`src/rtl/hwpe_cmd_pkg.sv`:
```
// Shared definitions for the HWPE command sequencer: funct7 codes,
// FSM state encoding, command kinds and drain-mode constants.
package hwpe_cmd_pkg;

    localparam logic [6:0] FN_RESET  = 7'd64;
    localparam logic [6:0] FN_WCFG   = 7'd2;
    localparam logic [6:0] FN_WFAD   = 7'd1;
    localparam logic [6:0] FN_MATRIX = 7'd4;
    localparam logic [6:0] FN_WACC   = 7'd8;
    localparam logic [6:0] FN_RACC   = 7'd16;
    localparam logic [6:0] FN_RELU   = 7'd32;

    localparam logic [1:0] MODE_READACC  = 2'd0;
    localparam logic [1:0] MODE_RELU     = 2'd1;
    localparam logic [1:0] MODE_ACC_ONLY = 2'd2;
    localparam logic [1:0] MODE_RESERVED = 2'd3;

    typedef enum logic [2:0] {
        ST_IDLE,
        ST_RST,
        ST_WCFG,
        ST_WFAD,
        ST_WACC,
        ST_MATRIX,
        ST_DRAIN,
        ST_FIN
    } state_e;

    typedef enum logic [2:0] {
        KIND_RESET,
        KIND_WCFG,
        KIND_WFAD,
        KIND_MATRIX,
        KIND_WACC,
        KIND_RACC,
        KIND_RELU
    } cmd_kind_e;

    // Accumulator register id; the top bits flag "enable next tile".
    function automatic logic [4:0] accreg_id(input logic [2:0] row, input logic en_flag);
        return {en_flag, 1'b0, row};
    endfunction

endpackage

```
`src/rtl/hwpe_instr_enc.sv`:
```
// Combinational builder for one 32-bit HWPE custom instruction:
// {funct7, rs2, rs1, xd, xs1, xs2, rd, opcode}.
module hwpe_instr_enc
    import hwpe_cmd_pkg::*;
#(
    parameter logic [6:0] OPCODE = 7'b0001011
) (
    input  cmd_kind_e   kind,
    input  logic [2:0]  row,
    input  logic [4:0]  pe,
    input  logic [4:0]  rd,
    input  logic        en_flag,
    output logic [31:0] instr
);

    logic [6:0] funct7;
    logic [4:0] rs2_f;
    logic [4:0] rs1_f;
    logic [2:0] xflags;
    logic [4:0] rd_f;

    // Select the field values for each command kind.
    always_comb begin
        funct7 = '0;
        rs2_f  = '0;
        rs1_f  = '0;
        xflags = '0;
        rd_f   = '0;
        case (kind)
            KIND_RESET: begin
                funct7 = FN_RESET;
            end
            KIND_WCFG: begin
                funct7 = FN_WCFG;
                xflags = 3'b011;
            end
            KIND_WFAD: begin
                funct7 = FN_WFAD;
                xflags = 3'b011;
                rd_f   = rd;
            end
            KIND_MATRIX: begin
                funct7 = FN_MATRIX;
                xflags = 3'b011;
            end
            KIND_WACC: begin
                funct7 = FN_WACC;
                rs2_f  = pe;
                xflags = 3'b010;
                rd_f   = {2'b00, row};
            end
            KIND_RACC: begin
                funct7 = FN_RACC;
                rs2_f  = pe;
                rs1_f  = accreg_id(row, en_flag);
                xflags = 3'b100;
            end
            KIND_RELU: begin
                funct7 = FN_RELU;
                rs2_f  = accreg_id(row, en_flag);
                xflags = 3'b010;
            end
            default: ;
        endcase
        instr = {funct7, rs2_f, rs1_f, xflags, rd_f, OPCODE};
    end

endmodule

```
`src/rtl/hwpe_cmd_sequencer.sv`:
```
// Emits the HWPE command stream for one convolution layer over a
// registered ready/valid port.
//
//   state     | meaning
//   ----------+------------------------------------------------------
//   ST_IDLE   | waiting for start; the start cycle emits the reset beat
//   ST_RST    | reset command (only ever seen as the start-cycle alias)
//   ST_WCFG   | layer config word (cfg0/cfg1)
//   ST_WFAD   | feature base addresses, two per beat
//   ST_WACC   | accumulator writes, row outer / pe inner
//   ST_MATRIX | matrix launch (vrs1/vrs2)
//   ST_DRAIN  | per-tile racc or relu drain, k outer / w / h inner
//   ST_FIN    | wait for the last beat to leave, then pulse done
//
// The state and loop counters always describe the next beat to load;
// a beat is loaded whenever the output register is empty or draining.
module hwpe_cmd_sequencer
    import hwpe_cmd_pkg::*;
#(
    parameter int unsigned ROWS      = 8,
    parameter int unsigned PES       = 16,
    parameter int unsigned NUM_FADDR = 8,
    parameter logic [6:0]  OPCODE    = 7'b0001011
) (
    input  logic                      clk,
    input  logic                      rst,
    input  logic                      start,
    input  logic                      abort,
    input  logic [31:0]               cfg0,
    input  logic [31:0]               cfg1,
    input  logic [31:0]               cfg_vrs1,
    input  logic [31:0]               cfg_vrs2,
    input  logic [32*NUM_FADDR-1:0]   cfg_base_addr,
    input  logic [9:0]                cfg_k_count,
    input  logic [1:0]                cfg_mode,
    input  logic [31:0]               cfg_relu_addr,
    output logic                      cmd_valid,
    input  logic                      cmd_ready,
    output logic [95:0]               cmd_data,
    output logic                      busy,
    output logic                      done,
    output logic [31:0]               beat_cnt
);

    localparam int unsigned     FA_W      = $clog2(NUM_FADDR);
    localparam logic [2:0]      ROW_LAST  = 3'(ROWS - 1);
    localparam logic [4:0]      PE_LAST   = 5'(PES - 1);
    localparam logic [FA_W-1:0] FAD_LAST  = FA_W'(NUM_FADDR - 2);
    localparam logic [FA_W-1:0] FAD_STEP  = FA_W'(2);
    localparam logic [FA_W-1:0] FAD_ONE   = FA_W'(1);

    state_e            state_q, state_d, cur_state;
    logic [2:0]        row_q, row_d;
    logic [4:0]        pe_q, pe_d;
    logic [FA_W-1:0]   fad_q, fad_d;
    logic [9:0]        k_q, k_d;
    logic [15:0]       w_q, w_d;
    logic [15:0]       h_q, h_d;

    logic [31:0]       cfg0_q, cfg0_d;
    logic [31:0]       cfg1_q, cfg1_d;
    logic [31:0]       vrs1_q, vrs1_d;
    logic [31:0]       vrs2_q, vrs2_d;
    logic [31:0]       relu_addr_q, relu_addr_d;
    logic [31:0]       base_q [NUM_FADDR];
    logic [31:0]       base_d [NUM_FADDR];
    logic [9:0]        k_cnt_q, k_cnt_d;
    logic [1:0]        mode_q, mode_d;

    logic              cmd_valid_q, cmd_valid_d;
    logic [95:0]       cmd_data_q, cmd_data_d;
    logic              busy_q, busy_d;
    logic              done_q, done_d;
    logic [31:0]       beat_cnt_q, beat_cnt_d;

    logic              start_acc, xfer, slot_free, load;
    logic              drain_relu, skip_drain;
    logic              k_last, w_last, h_last, final_tile, tile_last;
    logic [15:0]       w_cnt, h_cnt;

    cmd_kind_e         enc_kind;
    logic [4:0]        enc_rd;
    logic              enc_en;
    logic [31:0]       enc_instr;
    logic [31:0]       rs1_val, rs2_val;

    assign start_acc  = start && (state_q == ST_IDLE) && !abort;
    assign cur_state  = start_acc ? ST_RST : state_q;
    assign xfer       = cmd_valid_q && cmd_ready;
    assign slot_free  = !cmd_valid_q || cmd_ready;
    assign load       = slot_free && (cur_state != ST_IDLE) && (cur_state != ST_FIN);

    assign w_cnt      = vrs1_q[31:16];
    assign h_cnt      = vrs1_q[15:0];
    assign drain_relu = (mode_q == MODE_RELU);
    assign skip_drain = (mode_q == MODE_ACC_ONLY) || (k_cnt_q == '0) ||
                        (w_cnt == '0) || (h_cnt == '0);
    assign k_last     = (k_q == k_cnt_q - 10'd1);
    assign w_last     = (w_q == w_cnt - 16'd1);
    assign h_last     = (h_q == h_cnt - 16'd1);
    assign final_tile = k_last && w_last && h_last;
    assign tile_last  = drain_relu ? (row_q == ROW_LAST)
                                   : ((row_q == ROW_LAST) && (pe_q == PE_LAST));

    // Next state, loop counters and the config snapshot taken on start.
    always_comb begin
        state_d     = state_q;
        row_d       = row_q;
        pe_d        = pe_q;
        fad_d       = fad_q;
        k_d         = k_q;
        w_d         = w_q;
        h_d         = h_q;
        cfg0_d      = cfg0_q;
        cfg1_d      = cfg1_q;
        vrs1_d      = vrs1_q;
        vrs2_d      = vrs2_q;
        relu_addr_d = relu_addr_q;
        base_d      = base_q;
        k_cnt_d     = k_cnt_q;
        mode_d      = mode_q;

        if (start_acc) begin
            cfg0_d      = cfg0;
            cfg1_d      = cfg1;
            vrs1_d      = cfg_vrs1;
            vrs2_d      = cfg_vrs2;
            relu_addr_d = cfg_relu_addr;
            k_cnt_d     = cfg_k_count;
            mode_d      = (cfg_mode == MODE_RESERVED) ? MODE_READACC : cfg_mode;
            for (int i = 0; i < NUM_FADDR; i++) begin
                base_d[i] = cfg_base_addr[32*i +: 32];
            end
            row_d = '0;
            pe_d  = '0;
            fad_d = '0;
            k_d   = '0;
            w_d   = '0;
            h_d   = '0;
        end

        if (load) begin
            case (cur_state)
                ST_RST:  state_d = ST_WCFG;
                ST_WCFG: state_d = ST_WFAD;
                ST_WFAD: begin
                    if (fad_q == FAD_LAST) begin
                        fad_d   = '0;
                        state_d = ST_WACC;
                    end else begin
                        fad_d = fad_q + FAD_STEP;
                    end
                end
                ST_WACC: begin
                    if (pe_q == PE_LAST) begin
                        pe_d = '0;
                        if (row_q == ROW_LAST) begin
                            row_d   = '0;
                            state_d = ST_MATRIX;
                        end else begin
                            row_d = row_q + 3'd1;
                        end
                    end else begin
                        pe_d = pe_q + 5'd1;
                    end
                end
                ST_MATRIX: state_d = skip_drain ? ST_FIN : ST_DRAIN;
                ST_DRAIN: begin
                    if (drain_relu) begin
                        row_d = row_q + 3'd1;
                    end else if (pe_q == PE_LAST) begin
                        pe_d  = '0;
                        row_d = row_q + 3'd1;
                    end else begin
                        pe_d = pe_q + 5'd1;
                    end
                    if (tile_last) begin
                        row_d = '0;
                        pe_d  = '0;
                        h_d   = h_last ? '0 : h_q + 16'd1;
                        if (h_last) begin
                            w_d = w_last ? '0 : w_q + 16'd1;
                        end
                        if (h_last && w_last) begin
                            k_d = k_last ? '0 : k_q + 10'd1;
                        end
                        if (final_tile) begin
                            state_d = ST_FIN;
                        end
                    end
                end
                default: ;
            endcase
        end else if ((state_q == ST_FIN) && slot_free) begin
            state_d = ST_IDLE;
        end

        if (abort) begin
            state_d = ST_IDLE;
        end
    end

    // Command kind and operand words for the beat being loaded.
    always_comb begin
        enc_kind = KIND_RESET;
        rs1_val  = '0;
        rs2_val  = '0;
        enc_rd   = 5'(fad_q);
        enc_en   = (cur_state == ST_DRAIN) && tile_last && !final_tile;
        case (cur_state)
            ST_WCFG: begin
                enc_kind = KIND_WCFG;
                rs1_val  = cfg0_q;
                rs2_val  = cfg1_q;
            end
            ST_WFAD: begin
                enc_kind = KIND_WFAD;
                rs1_val  = base_q[fad_q];
                rs2_val  = base_q[fad_q | FAD_ONE];
            end
            ST_WACC: enc_kind = KIND_WACC;
            ST_MATRIX: begin
                enc_kind = KIND_MATRIX;
                rs1_val  = vrs1_q;
                rs2_val  = vrs2_q;
            end
            ST_DRAIN: begin
                if (drain_relu) begin
                    enc_kind = KIND_RELU;
                    rs1_val  = relu_addr_q;
                end else begin
                    enc_kind = KIND_RACC;
                end
            end
            default: ;
        endcase
    end

    hwpe_instr_enc #(
        .OPCODE  (OPCODE)
    ) u_enc (
        .kind    (enc_kind),
        .row     (row_q),
        .pe      (pe_q),
        .rd      (enc_rd),
        .en_flag (enc_en),
        .instr   (enc_instr)
    );

    // Output register, busy/done flags and the saturating beat counter.
    always_comb begin
        cmd_valid_d = cmd_valid_q;
        cmd_data_d  = cmd_data_q;
        busy_d      = busy_q;
        done_d      = 1'b0;
        beat_cnt_d  = beat_cnt_q;

        if (load) begin
            cmd_valid_d = 1'b1;
            cmd_data_d  = {enc_instr, rs1_val, rs2_val};
        end else if (xfer) begin
            cmd_valid_d = 1'b0;
        end

        if (start_acc) begin
            busy_d     = 1'b1;
            beat_cnt_d = '0;
        end else if (xfer && (beat_cnt_q != '1)) begin
            beat_cnt_d = beat_cnt_q + 32'd1;
        end

        if ((state_q == ST_FIN) && slot_free) begin
            busy_d = 1'b0;
            done_d = 1'b1;
        end

        if (abort) begin
            cmd_valid_d = 1'b0;
            busy_d      = 1'b0;
            done_d      = 1'b0;
            beat_cnt_d  = beat_cnt_q;
        end
    end

    // State register: FSM state, loop counters and config snapshot.
    always_ff @(posedge clk) begin
        if (rst) begin
            state_q     <= ST_IDLE;
            row_q       <= '0;
            pe_q        <= '0;
            fad_q       <= '0;
            k_q         <= '0;
            w_q         <= '0;
            h_q         <= '0;
            cfg0_q      <= '0;
            cfg1_q      <= '0;
            vrs1_q      <= '0;
            vrs2_q      <= '0;
            relu_addr_q <= '0;
            k_cnt_q     <= '0;
            mode_q      <= MODE_READACC;
            for (int i = 0; i < NUM_FADDR; i++) begin
                base_q[i] <= '0;
            end
        end else begin
            state_q     <= state_d;
            row_q       <= row_d;
            pe_q        <= pe_d;
            fad_q       <= fad_d;
            k_q         <= k_d;
            w_q         <= w_d;
            h_q         <= h_d;
            cfg0_q      <= cfg0_d;
            cfg1_q      <= cfg1_d;
            vrs1_q      <= vrs1_d;
            vrs2_q      <= vrs2_d;
            relu_addr_q <= relu_addr_d;
            k_cnt_q     <= k_cnt_d;
            mode_q      <= mode_d;
            base_q      <= base_d;
        end
    end

    // Output flops.
    always_ff @(posedge clk) begin
        if (rst) begin
            cmd_valid_q <= 1'b0;
            cmd_data_q  <= '0;
            busy_q      <= 1'b0;
            done_q      <= 1'b0;
            beat_cnt_q  <= '0;
        end else begin
            cmd_valid_q <= cmd_valid_d;
            cmd_data_q  <= cmd_data_d;
            busy_q      <= busy_d;
            done_q      <= done_d;
            beat_cnt_q  <= beat_cnt_d;
        end
    end

    assign cmd_valid = cmd_valid_q;
    assign cmd_data  = cmd_data_q;
    assign busy      = busy_q;
    assign done      = done_q;
    assign beat_cnt  = beat_cnt_q;

endmodule

```
`config.mk`:
```
export PLATFORM = sky130hd
export DESIGN_NAME = hwpe_cmd_sequencer
export DESIGN_NICKNAME = d
export VERILOG_FILES = /design/src/rtl/hwpe_cmd_pkg.sv /design/src/rtl/hwpe_instr_enc.sv /design/src/rtl/hwpe_cmd_sequencer.sv
export SDC_FILE = /design/constraint.sdc
export NUM_CORES = 2
export LEC_CHECK = 0
export CAP_MARGIN = 20
export CORE_MARGIN = 2
export CORE_UTILIZATION = 35
export DETAILED_ROUTE_END_ITERATION = 6
export PLACE_DENSITY = 0.58
export SLEW_MARGIN = 20
export SYNTH_ARGS = -nofsm -noshare
export SYNTH_HDL_FRONTEND = slang
export SYNTH_SLANG_ARGS = --single-unit
```
`constraint.sdc`:
```
create_clock -name clk -period 4.35 [get_ports clk]
set_clock_uncertainty 0.15 [all_clocks]
set_input_delay 0.6525 -clock clk [delete_from_list [all_inputs] [get_ports clk]]
set_output_delay 0.6525 -clock clk [all_outputs]
set_load 0.02 [all_outputs]
```
==> results.py <==
metrics = {
    "layout": {
        "drive_above_1_share_pct": 5.90,
        "layout.cells.non_filler": 4765,
        "post-route-cell-area_um2": 35500,
        "fillers": 7574,
        "fin_util_pct": 46.8,
        "syn_to_final_growth_pct": 32.7,
        "nets": 4167,
    },
    "synthesis": {
        "synth_cell_type_count": 74,
        "ys_ff_latch": 606,
        "avgSynthCellArea_um2": 8.08,
        "async_flop_share_pct": 0,
        "yosys_warnings": 0,
        "syn_area_um2": 26800,
        "synth_area_leader_cell": "dfxtp_1",
        "yosysMostFrequentCell": "nand2_1",
        "yosysTopAreaCellShare_pct": 45.3,
        "netlist_top_cells_area": "dfxtp_1, nand2_1, a21oi_1",
        "synth_cells": 3313,
        "ys_top_cells_by_count": "nand2_1, dfxtp_1, a21oi_1",
        "synth_edf_count": 0,
        "ys_seq_area_share_pct": 45.3,
        "synth-main-ff-cell": "dfxtp_1",
    },
    "setup_path": {
        "rrSetupSlack_ns": 0.38,
        "crit_family": "simple AND/OR/NAND/NOR gates",
        "r2r_cells": 11,
        "arrival_ns": 4.38,
        "max_stage_delay_ns": 0.63,
        "critPathLaunchType": "register",
        "cp-startpoint": "vrs1_q[16]$_SDFFE_PP0P_",
        "required_ns": 4.75,
        "crit_buf_inv": 1,
        "worstSetupEndpointType": "register",
        "crit_path_cell_trace": "inv_1, ha_1, nor3b_1, and4_1, a211oi_1, a211oi_1, o211ai_1, nor4_1, o2111ai_1, nor3b_1, a211o_1",
        "r2r_end": "k_q[2]$_SDFF_PP0_",
        "critPathSlowestCell": "o2111ai_1",
        "criticalPathCategory": "reg2reg",
        "path_depth": 11,
        "cp_max_fo": 14,
        "rr_startpoint": "vrs1_q[16]$_SDFFE_PP0P_",
    },
    "min_path": {
        "holdPathStages": 2,
        "min_to": "cmd_data[34]$_SDFFE_PP0P_",
        "min_path_type": "in2reg",
        "min_from": "rst",
    },
    "grt": {
        "grt_pass1_vias": 23474,
        "grt_first_pass_wirelength_um": 147000,
        "antenna_found_initial": 30,
        "grt_max_degree": 186,
        "grt_util_all_layers_pct": 24.5,
        "grt_overflow": 0,
    },
    "placement": {
        "portBuffers": 556,
        "gp_congestion": 0.886,
        "dpl_cell_area_um2": 33100,
        "hpwl_um": 71300,
        "placed_cells": 4627,
    },
    "cts": {
        "clk_path_buf_depth": 3,
        "ctsResizeCount": 0,
        "cts_tree": "done",
        "numCtsBuffers": 72,
        "cts-root-buf": "clkbuf_16",
        "clk_latency_ns": 0.62,
        "htree_levels": 3,
        "cts_num_sinks": 606,
        "hold_buffers": 0,
        "path_clk_slew_ns": 0.06,
        "post-cts-setup-buffer-count": 0,
    },
    "drt": {
        "drc": 0,
        "drt_first_pass_iters": 6,
        "vias": 25273,
        "wirelength_um": 100000,
        "post_drt_wl_per_cell_um": 21.0,
        "antenna_left": 0,
        "first_iter_violations": 2225,
        "avgViaCountPerCell": 5.30,
    },
    "sta": {
        "post-route-period-util_pct": 91.4,
        "tightestPinTransition_ns": 1.17,
        "grt_setup_unrepaired": "no",
        "setup_tns_ns": 0,
        "setup_viol": 0,
        "relSlewSlack_pct": 21.7,
        "finalHoldViolations": 0,
        "slew_viol_final": 0,
        "period_minus_slack_ns": 3.97,
        "max_freq_mhz": 252,
    },
    "die": {
        "core-area_um2": 75800,
        "die_area_um2": 78700,
        "die_x_um": 281,
        "rows": 101,
        "io-pin-count": 564,
        "die_h_um": 281,
        "start_util_pct": 35.3,
    },
    "status": {
        "status": "finished, final reports clean",
    },
    "run": {
        "maxCapViolations": 0,
    },
    "pwr": {
        "power_w": 0.0134,
        "irDropWorstVdd_mv": 0.255,
        "p_leak_nw": 11.9,
        "p_per_area_nw_per_um2": 378,
    },
}
==> flip-flops by register name, indices dropped and copies added (netlist names), 2 cells and up <==
| register | count |
|---|---|
| state_q | 3 |
| k_cnt_q | 10 |
| vrs2_q | 32 |
| beat_cnt | 32 |
| relu_addr_q | 32 |
| cfg1_q | 32 |
| h_q | 16 |
| w_q | 16 |
| cmd_data | 87 |
| pe_q | 5 |
| mode_q | 2 |
| vrs1_q | 32 |
| k_q | 10 |
| cfg0_q | 32 |
| row_q | 3 |
| base_q | 256 |
| fad_q | 3 |
==> stage by stage <==
step	worst slack, ns	hold slack (ns)
detailed placement	0.444	0.296
CTS	0.415	0.259
global placement	0.496	0.291
floorplan	0.886	0.286
global route	0.0629	0.290
finish	0.376	0.283
==> cells by family after synthesis <==
group | share of synthesized area (%)
AOI/OAI and AO/OA | 18.2
xor gates and xnor gates | 2.77
adders and majority gates | 0.468
buffers and inverters | 4.42
DFF | 45.3
muxes | 8.06
other | 0.0140
and+or+nand+nor | 20.7
==> placed cells by master, fill, tap and decap left out, types with 11 or more instances in the layout <==
master and n:
nand2_1 929, dfxtp_1 603, clkdlybuf4s50_1 555, a21oi_1 474
nor2_1 169, mux2i_1 139, a22oi_1 103, o21ai_0 79
clkbuf_16 73, xnor2_1 48, nand3_1 46, nor3_1 34
xor2_1 34, mux4_2 32, a222oi_1 32, o221ai_1 32
buf_4 31, inv_1 28, and3_1 28, clkbuf_8 22
clkbuf_1 15, a31oi_1 13, or3_1 13, nand4_1 13
buf_12 13, nand2b_1 12, nor4_1 11
==> how the worst max path moves through the flow <==
stage | endpoint | slack (ns)
2_1_floorplan | k_q[4]$_SDFF_PP0_ | 0.89
3_3_place_gp | k_q[2]$_SDFF_PP0_ | 0.50
3_5_place_dp | k_q[2]$_SDFF_PP0_ | 0.44
4_1_cts | k_q[2]$_SDFF_PP0_ | 0.41
5_1_grt | k_q[7]$_SDFF_PP0_ | 0.06
6_report | k_q[2]$_SDFF_PP0_ | 0.38
==> routing by layer <==
metal	wire, um	share of wire, %	vias to the layer above	GRT usage (%)
li1	-	-	12281	-
met1	43000	43	12039	32.0
met2	47600	48	774	40.4
met3	6780	6.8	149	4.94
met4	2540	2.5	30	7.61
met5	193	0.19	-	0
==> cell type report <==
cell class	instances	area, um^2	area share (%)
clock inverter	18	205	0.578
inverter	28	105	0.296
tap	978	1220	3.45
timing repair buffer	604	6080	17.1
clock buffer	110	2190	6.16
antenna	9	22.5	0.0634
sequential	606	12100	34.2
multi-input combinational	2412	13500	38.1
==> report_power, final <==
| group | leakage, nW | switching, W | internal [W] |
|---|---|---|---|
| sequential | 4.93 | 0.000142 | 0.00576 |
| combinational | 5.75 | 0.000787 | 0.000678 |
| clock | 1.17 | 0.00247 | 0.00360 |
| total | 11.9 | 0.00340 | 0.0100 |
Note: power is estimated with default switching activity, not from simulation.
